[config.mk]
export PLATFORM = sky130hd
export DESIGN_NAME = pa_fpu_src_cls_pipe
export DESIGN_NICKNAME = d
export VERILOG_FILES = /design/src/rtl/pa_fpu_src_cls_pipe_pkg.sv /design/src/rtl/pa_fpu_cls_unit.sv /design/src/rtl/pa_fpu_src_cls_pipe.sv
export SDC_FILE = /design/constraint.sdc
export NUM_CORES = 1
export LEC_CHECK = 0
export CAP_MARGIN = 5
export CELL_PAD_IN_SITES_DETAIL_PLACEMENT = 0
export CELL_PAD_IN_SITES_GLOBAL_PLACEMENT = 1
export CORE_UTILIZATION = 40
export CTS_BUF_LIST = sky130_fd_sc_hd__clkbuf_16
export CTS_CLUSTER_DIAMETER = 40
export DETAILED_ROUTE_END_ITERATION = 6
export DONT_BUFFER_PORTS = 1
export PLACE_DENSITY = 0.86
export SETUP_SLACK_MARGIN = 0.1
export SLEW_MARGIN = 20
export SYNTH_ARGS = -nofsm -noshare
export SYNTH_HDL_FRONTEND = slang
export SYNTH_SLANG_ARGS = --single-unit
[constraint.sdc]
create_clock -name cpuclk -period 1.7 [get_ports cpuclk]
set_input_delay 0.255 -clock cpuclk [delete_from_list [all_inputs] [get_ports cpuclk]]
set_output_delay 0.255 -clock cpuclk [all_outputs]
set_load 0.1 [all_outputs]
[src/rtl/pa_fpu_src_cls_pipe_pkg.sv]
// Shared definitions for the FP source classifier: format codes, fclass bit
// indices and the field-level classify helper.
package pa_fpu_src_cls_pipe_pkg;

  typedef enum logic [1:0] {
    FMT_S = 2'b00,
    FMT_D = 2'b01,
    FMT_H = 2'b10,
    FMT_R = 2'b11
  } fmt_e;

  localparam int CLS_W    = 10;
  localparam int CLS_NINF = 0;
  localparam int CLS_NNRM = 1;
  localparam int CLS_NSUB = 2;
  localparam int CLS_NZER = 3;
  localparam int CLS_PZER = 4;
  localparam int CLS_PSUB = 5;
  localparam int CLS_PNRM = 6;
  localparam int CLS_PINF = 7;
  localparam int CLS_SNAN = 8;
  localparam int CLS_QNAN = 9;

  localparam logic [CLS_W-1:0] CLS_QNAN_ONEHOT = 10'h200;

  // Field-level classification, shared by every format once fields are extracted.
  function automatic logic [CLS_W-1:0] classify(input logic sign, input logic exp_zero,
                                                input logic exp_ones, input logic frac_zero,
                                                input logic frac_msb);
    logic [CLS_W-1:0] c;
    c = '0;
    if (exp_ones) begin
      if (frac_zero) c[sign ? CLS_NINF : CLS_PINF] = 1'b1;
      else           c[frac_msb ? CLS_QNAN : CLS_SNAN] = 1'b1;
    end else if (exp_zero) begin
      if (frac_zero) c[sign ? CLS_NZER : CLS_PZER] = 1'b1;
      else           c[sign ? CLS_NSUB : CLS_PSUB] = 1'b1;
    end else begin
      c[sign ? CLS_NNRM : CLS_PNRM] = 1'b1;
    end
    return c;
  endfunction

endpackage

[src/rtl/pa_fpu_cls_unit.sv]
// Combinational single-operand classifier: NaN-box check plus RISC-V fclass one-hot.
module pa_fpu_cls_unit
  import pa_fpu_src_cls_pipe_pkg::*;
#(
  parameter int FLEN = 64
) (
  input  logic [1:0]       fmt,
  input  logic [FLEN-1:0]  src,
  input  logic             use_op,
  output logic [CLS_W-1:0] cls,
  output logic             cnan
);

  // Bits above FLEN do not exist; the mask makes them count as boxed.
  localparam logic [63:0] LIVE = (FLEN == 64) ? 64'hFFFF_FFFF_FFFF_FFFF : 64'h0000_0000_FFFF_FFFF;

  logic [63:0] src64;
  logic        box_s;
  logic        box_h;

  assign src64 = 64'(src);
  assign box_s = &(src64[63:32] | ~LIVE[63:32]);
  assign box_h = &(src64[63:16] | ~LIVE[63:16]);

  // Per-format field extraction and classification.
  always_comb begin
    cls  = '0;
    cnan = 1'b0;
    if (!use_op) begin
      cls  = '0;
      cnan = 1'b0;
    end else begin
      case (fmt_e'(fmt))
        FMT_S: begin
          if (box_s) begin
            cls = classify(src64[31], src64[30:23] == 8'h00, &src64[30:23],
                           src64[22:0] == 23'h0, src64[22]);
          end else begin
            cls  = CLS_QNAN_ONEHOT;
            cnan = 1'b1;
          end
        end
        FMT_D: begin
          if (FLEN == 64) begin
            cls = classify(src64[63], src64[62:52] == 11'h000, &src64[62:52],
                           src64[51:0] == 52'h0, src64[51]);
          end else begin
            cls = '0;
          end
        end
        FMT_H: begin
          if (box_h) begin
            cls = classify(src64[15], src64[14:10] == 5'h00, &src64[14:10],
                           src64[9:0] == 10'h000, src64[9]);
          end else begin
            cls  = CLS_QNAN_ONEHOT;
            cnan = 1'b1;
          end
        end
        default: cls = '0;
      endcase
    end
  end

endmodule

[src/rtl/pa_fpu_src_cls_pipe.sv]
// Multi-operand FP source classifier with a one-cycle valid/ready stage
// (output register plus one skid entry, registered in_rdy).
module pa_fpu_src_cls_pipe
  import pa_fpu_src_cls_pipe_pkg::*;
#(
  parameter int FLEN    = 64,
  parameter int NUM_SRC = 3
) (
  input  logic                      cpuclk,
  input  logic                      cpurst_b,
  input  logic                      flush,
  input  logic                      in_vld,
  output logic                      in_rdy,
  input  logic [1:0]                in_fmt,
  input  logic [NUM_SRC-1:0]        in_src_mask,
  input  logic [NUM_SRC*FLEN-1:0]   in_src,
  output logic                      out_vld,
  input  logic                      out_rdy,
  output logic [NUM_SRC*CLS_W-1:0]  out_cls,
  output logic [NUM_SRC-1:0]        out_cnan,
  output logic                      out_any_snan,
  output logic                      out_any_nan,
  output logic                      out_fmt_illegal
);

  localparam int CW = NUM_SRC * CLS_W;
  localparam int EW = CW + NUM_SRC + 3;

  logic [CW-1:0]      cls_c;
  logic [NUM_SRC-1:0] cnan_c;
  logic               any_snan_c;
  logic               any_nan_c;
  logic               ill_c;
  logic [EW-1:0]      new_entry;
  logic [EW-1:0]      out_q;
  logic [EW-1:0]      skid_q;
  logic               skid_vld;
  logic               push;
  logic               pop;

  for (genvar i = 0; i < NUM_SRC; i++) begin : g_cls
    pa_fpu_cls_unit #(.FLEN(FLEN)) u_cls (
      .fmt    (in_fmt),
      .src    (in_src[i*FLEN +: FLEN]),
      .use_op (in_src_mask[i]),
      .cls    (cls_c[i*CLS_W +: CLS_W]),
      .cnan   (cnan_c[i])
    );
  end

  // Aggregate NaN flags; unmasked operands already classify as zero.
  always_comb begin
    any_snan_c = 1'b0;
    any_nan_c  = 1'b0;
    for (int i = 0; i < NUM_SRC; i++) begin
      any_snan_c = any_snan_c | cls_c[i*CLS_W + CLS_SNAN];
      any_nan_c  = any_nan_c | cls_c[i*CLS_W + CLS_SNAN] | cls_c[i*CLS_W + CLS_QNAN];
    end
  end

  assign ill_c     = (fmt_e'(in_fmt) == FMT_R) || ((fmt_e'(in_fmt) == FMT_D) && (FLEN != 64));
  assign new_entry = {ill_c, any_nan_c, any_snan_c, cnan_c, cls_c};

  // in_rdy comes straight from the skid flop, so out_rdy never reaches it combinationally.
  assign in_rdy = ~skid_vld;
  assign push   = in_vld & in_rdy;
  assign pop    = out_vld & out_rdy;

  // Output register and skid entry; flush empties both and drops any same-cycle push.
  always_ff @(posedge cpuclk or negedge cpurst_b) begin
    if (!cpurst_b) begin
      out_vld  <= 1'b0;
      skid_vld <= 1'b0;
      out_q    <= '0;
      skid_q   <= '0;
    end else if (flush) begin
      out_vld  <= 1'b0;
      skid_vld <= 1'b0;
    end else if (!out_vld || pop) begin
      if (skid_vld) begin
        out_q    <= skid_q;
        out_vld  <= 1'b1;
        skid_vld <= 1'b0;
      end else if (push) begin
        out_q   <= new_entry;
        out_vld <= 1'b1;
      end else begin
        out_vld <= 1'b0;
      end
    end else if (push) begin
      skid_q   <= new_entry;
      skid_vld <= 1'b1;
    end
  end

  assign out_cls         = out_q[CW-1:0];
  assign out_cnan        = out_q[CW +: NUM_SRC];
  assign out_any_snan    = out_q[CW + NUM_SRC];
  assign out_any_nan     = out_q[CW + NUM_SRC + 1];
  assign out_fmt_illegal = out_q[CW + NUM_SRC + 2];

endmodule
-- Yosys cells after proc, flatten, opt, wreduce, memory -nomap -nowiden
Cells that the tools add are included.
Widths: inputs -> output; s select.
- shifts and indexed selects: 0
- bitwise gates (word level): 12
- eq/ne operators: 3
- multipliers: 0
- muxes and demuxes: 204
- $lt $le $gt $ge: 90
- divide/modulo/power cells: 0
- reduce and logical (&&, ||, !) cells: 86
- add/subtract/negate cells: 0
- operators with widths (cell ; count):
    $ge 32x1->1 const B ; 45
    $lt 32x6->1 const B ; 45
    $mux 10 ; 45
    $demux 1 s4 ; 45
    $logic_not 52->1 ; 3
    $reduce_and 48->1 ; 3
    $mux 3 ; 36
    $reduce_and 32->1 ; 3
    $pmux 10 s3 ; 3
    $mux 36 ; 2
    $mux 1 ; 70
    $logic_not 23->1 ; 3
    $logic_and 1x1->1 ; 45
    $logic_not 11->1 ; 3
    $reduce_and 11->1 ; 3
    $logic_not 10->1 ; 3
    $logic_not 8->1 ; 3
    $reduce_and 8->1 ; 3
    $logic_not 5->1 ; 3
    $reduce_and 5->1 ; 3
    $or 1x1->1 ; 7
    $pmux 1 s2 ; 3
    $reduce_and 3->1 ; 2
    $eq 2x2->1 const B ; 2
    other kinds (8) ; 12
- output and inout bits: 38
- memories kept: 0
- bits of input ports: 202
- latch bits: 0
- register bits: 74
- memory bits (read-only): 0
- RAM bits: 0
- word-level logic and storage cells: 399

-- Longest topological paths before layout
- word-level depth: 18
- gate-level depth with buffers: 9
- gate-level depth less buffers: 7

-- Hierarchy
A second synthesis with hierarchy kept.
- cells, all modules: 581
- area, all modules: 5647.9 um^2
- by module, submodules not included (module ; cells each ; times used ; seq. area each (um^2) ; area each (um^2)):
    pa_fpu_src_cls_pipe ; 209 ; 1 ; 1851.8 ; 3208.1
    pa_fpu_cls_unit ; 124 ; 3 ; 0.0 ; 813.3

-- Worst setup path after synthesis
Ideal clock, no wire load.
- path kind: reg-to-reg
- from: register skid_vld
- to: register out_q[10]
- path buffers: 2
- path slack: -0.568 ns
- cell stages (with the launch flop): 6
- required time: 1.611 ns
- arrival: 2.179 ns
- period minus slack after synthesis: 2.268 ns
- setup time: 0.089 ns
- path through: dfrtp_1 > clkbuf_8 > inv_1 > clkbuf_1 > nand3_1 > o21ai_0
- cells in the longest elaborated chain, start to end: 4
- elaborated cells between the ends (all ways): 5
- classes of those cells: 1 x mux; 2 x bitwise; 2 x reduce/logical
- RTL lines (item ; line ; source):
    from (decl) ; pa_fpu_src_cls_pipe.sv:37 ; logic skid_vld;
    from (signal assigned) ; pa_fpu_src_cls_pipe.sv:73 ; skid_vld <= 1'b0;
    from (signal assigned) ; pa_fpu_src_cls_pipe.sv:78 ; skid_vld <= 1'b0;
    from (signal assigned) ; pa_fpu_src_cls_pipe.sv:83 ; skid_vld <= 1'b0;
    $not 1->1 ; pa_fpu_src_cls_pipe.sv:65 ; assign in_rdy = ~skid_vld;
    named net in_rdy ; pa_fpu_src_cls_pipe.sv:13 ; output logic in_rdy,
    $and 1x1->1 ; pa_fpu_src_cls_pipe.sv:66 ; assign push = in_vld & in_rdy;
    $reduce_bool 2->1 (no source line) ; n/a ;
    $reduce_and 3->1 (no source line) ; n/a ;
    to (signal assigned) ; pa_fpu_src_cls_pipe.sv:81 ; out_q <= skid_q;
    to (signal assigned) ; pa_fpu_src_cls_pipe.sv:85 ; out_q <= new_entry;
    to (decl) ; pa_fpu_src_cls_pipe.sv:35 ; logic [EW-1:0] out_q;
The timed path passes the listed nets, and every way through them passes these cells.
A chain may end at the register's enable or synchronous reset.

-- Worst setup path in the final report
- from: input port in_src[97]
- to: register out_q[12]
- cells in the longest elaborated chain, start to end: 8
- elaborated cells between the ends (all ways): 13
- classes of those cells: 10 x mux; 3 x reduce/logical
- RTL lines (item ; line ; source):
    from (decl) ; pa_fpu_src_cls_pipe.sv:16 ; input logic [NUM_SRC*FLEN-1:0] in_src,
    $logic_not 52->1 ; pa_fpu_cls_unit.sv:46 ; src64[51:0] == 52'h0, src64[51]);
    $mux 10 ; pa_fpu_src_cls_pipe_pkg.sv:36 ; if (frac_zero) c[sign ? CLS_NZER : CLS_PZER] = 1'b1;
    $mux 10 ; pa_fpu_src_cls_pipe_pkg.sv:35 ; end else if (exp_zero) begin
    $mux 10 ; pa_fpu_src_cls_pipe_pkg.sv:32 ; if (exp_ones) begin
    $pmux 10 s3 * ; pa_fpu_cls_unit.sv:33 ; case (fmt_e'(fmt))
    $mux 10 * ; pa_fpu_cls_unit.sv:29 ; if (!use_op) begin
    $mux 36 * ; pa_fpu_src_cls_pipe.sv:84 ; end else if (push) begin
    $mux 36 * ; pa_fpu_src_cls_pipe.sv:80 ; if (skid_vld) begin
Mark *: on every way between the ends. The rest lies on a longest branch, timed or not. The select of a mux whose other input is x is not followed.

==> reports/metrics.cfg <==
[floorplan]
die_w_microns=117
num_rows=41
die_h_microns=117
initial_utilization=0.414
core_sq_mm=0.0127
io_pins=240
die_area_sq_mm=0.0136

[placed_design]
hpwl_mm=15.2
place_area_sq_mm=0.00659
port_buffers=0
place_ws_ns=-0.376
gp_congestion=0.934

[worst_setup_path]
cp-end-kind=flip-flop
critical_path_class=in2reg
start_kind=input pin
cp.required_ns=1.92
cp_max_fo=2
r2r_end=out_q[20]
startpoint=in_src[97]
reg2reg_slack_ns=0.20
critPathArrivalTime_ns=1.94
worstRegToRegCells=7
r2r-start=skid_vld
critPathCapture=out_q[12]

[final_layout]
syn_to_final_growth_pct=45.4
drive_above_1_share=0.360
postLayoutCellArea_sq_mm=0.00765
diodes=0
fin_nets=1024

[synthesis]
synth_area_leaders=dfrtp_1 (35%), nor4_1 (5.8%), nand2_1 (5.8%), nand4_1 (5.7%), o21ai_0 (4.5%)
netlist_instances=681
synth_common_cells=nand2_1 (81), dfrtp_1 (74), nor2_1 (58), nor4_1 (49), nand4_1 (48)
syn_area_sq_mm=0.00526
async_flop_share=1.00
ys_seq_area_frac=0.352
ys_ff_latch=74
avgSynthCellArea_sq_um=7.73
synth_fp_nets=883
synth_cell_types=61
synth_ff_type=dfrtp_1
yosysTopAreaCellShare=0.352
synth_edf_count=0
synth.most_common_cell=nand2_1
yosys_warnings=0
synth_top_area_cell=dfrtp_1

[min_path]
hold_class=in2async

[detailed_routing]
routedWlPerCell_microns=19.4
drt_first_pass_iters=6
wl_mm=19.4
drc=0
drt_iter0_markers=400
vias=6145
ant_nets=0
vias_per_cell=6.16

[clock_tree]
clockBufferDepth=2
cts_tree=yes
cts_sinks=74
cts-htree-levels=3
cts_inserted_buffers=9
worstSkewPairLatency_ns=0.33
holdBufCountCts=1
clk_pin_slew_ns=0.05
cts_root_buf=clkbuf_16

[global_route]
grt_pass1_wl_mm=28.9
grt_pass1_vias=5701
grt_max_degree=75
antenna_found_initial=0
grt_remaining_overflow=0
grt_use_total=0.277

[timing]
fin_ws_ns=-0.0274
max_freq_mhz=579
finalCriticalPeriod_ns=1.73
hold_violations=74
rsz0062_at_grt=yes
finClkSkew_ns=0.00524
worstMarginPinSlew_ns=0.522
slew_headroom=0.652
setup_tns_ns=-0.0536
finalCritPeriodShare=1.02
finalSetupViolCount=3
fin_hold_ws_ns=-0.386
slew_viol_final=0

[outcome]
status=finished with violations
violations=negative hold slack, negative setup slack

[run]
cap_violations=0

[power_and_ir_drop]
power.density_mw_per_mm2=649
total_leakage_power_nw=3.02
ir_drop_uv=457
power.total_w=0.00496

[power by group]
group	total (W)	switching, W	internal (W)
Sequential	0.00193	0.0000571	0.00187
Combinational	0.00111	0.000802	0.000312
Clock	0.00192	0.000669	0.00125
Total	0.00496	0.00153	0.00344
[cell type report]
| type | count | area (sq um) |
|---|---|---|
| fill | 1151 | 5070 |
| inverter | 18 | 71.3 |
| multi-input combinational | 559 | 3930 |
| timing repair buffer | 160 | 1280 |
| tap | 172 | 215 |
| clock buffer | 9 | 225 |
| clock inverter | 6 | 75.1 |
| sequential | 74 | 1860 |
[kinds of logic after synthesis]
kind of cell | count (synthesis) | share of synthesized area
muxes | 3 | 0.00618
DFF | 74 | 0.352
buffers and inverters | 48 | 0.0459
AOI/OAI and AO/OA | 174 | 0.199
and+or+nand+nor | 382 | 0.398
[metrics by stage]
| step | cells | utilization | hold WS (ns) |
|---|---|---|---|
| floorplan | 681 | - | -0.0406 |
| global placement | 962 | 0.518 | -0.0389 |
| detailed placement | 962 | 0.518 | -0.0388 |
| CTS | 983 | 0.551 | -0.397 |
| global route | 998 | 0.601 | -0.397 |
| finish | 998 | 0.601 | -0.386 |
[flip-flops by register name, summed over array words and instances, names as in the netlist]
register	count
out_q	36
out_vld	1
skid_q	36
skid_vld	1
[repair_timing]
action | CTS | global route
gates cloned | 0 | 0
setup buffers | 5 | 17
gates resized for setup | 19 | 117
hold endpoints to repair | 76 | 74
endpoints found under the setup margin | 18 | 61
pin swaps | 10 | 67
[layout by cell type (no fill, tap or decap), drive strengths merged, types with 3 or more instances in the layout]
cell type | synthesis | routed
nand4 | 50 | 50
nor4 | 54 | 54
nand3 | 33 | 33
nand3b | 3 | 3
and2 | 9 | 9
nand2b | 3 | 3
o21ai | 71 | 71
a21o | 3 | 3
and3 | 23 | 23
or4 | 3 | 3
o211ai | 9 | 9
nand4b | 3 | 3
or3 | 5 | 5
a211oi | 9 | 9
or2 | 6 | 6
nor2 | 58 | 58
a222oi | 4 | 4
o31ai | 8 | 8
a221oi | 4 | 4
and4 | 4 | 4
nor3 | 36 | 36
inv | 17 | 18
o21a | 4 | 4
nor4b | 6 | 6
nand2 | 82 | 82
a21oi | 45 | 45
buf | 4 | 159
dfrtp | 74 | 74
clkinv | 1 | 3
clkbuf | 26 | 9
[critical path: stages]
cell and delay, ns:
or4_4 0.54, nor4_4 0.31, a211oi_2 0.13, buf_4 0.15, a221oi_2 0.23, buf_4 0.16, and2_4 0.13, o21ai_2 0.04
[metal layers]
metal	share of wire	wire, microns	track usage	vias to the layer above
li1	-	-	-	2905
met1	0.44	8490	0.386	2961
met2	0.47	9150	0.441	245
met3	0.065	1260	0.0426	34
met4	0.023	447	0.0895	0
met5	0	0	0	-
[worst min-delay path by stage]
stage | cells after the start | slack, ns | endpoint | start
after global routing | 0 | -0.40 | skid_vld | cpurst_b
after global placement | 0 | -0.04 | out_vld | cpurst_b
after floorplan | 0 | -0.04 | out_q[0] | cpurst_b
after detailed placement | 0 | -0.04 | skid_vld | cpurst_b
after CTS | 0 | -0.40 | skid_vld | cpurst_b
final | 0 | -0.39 | skid_vld | cpurst_b
Power figures use the tool's default switching activity.
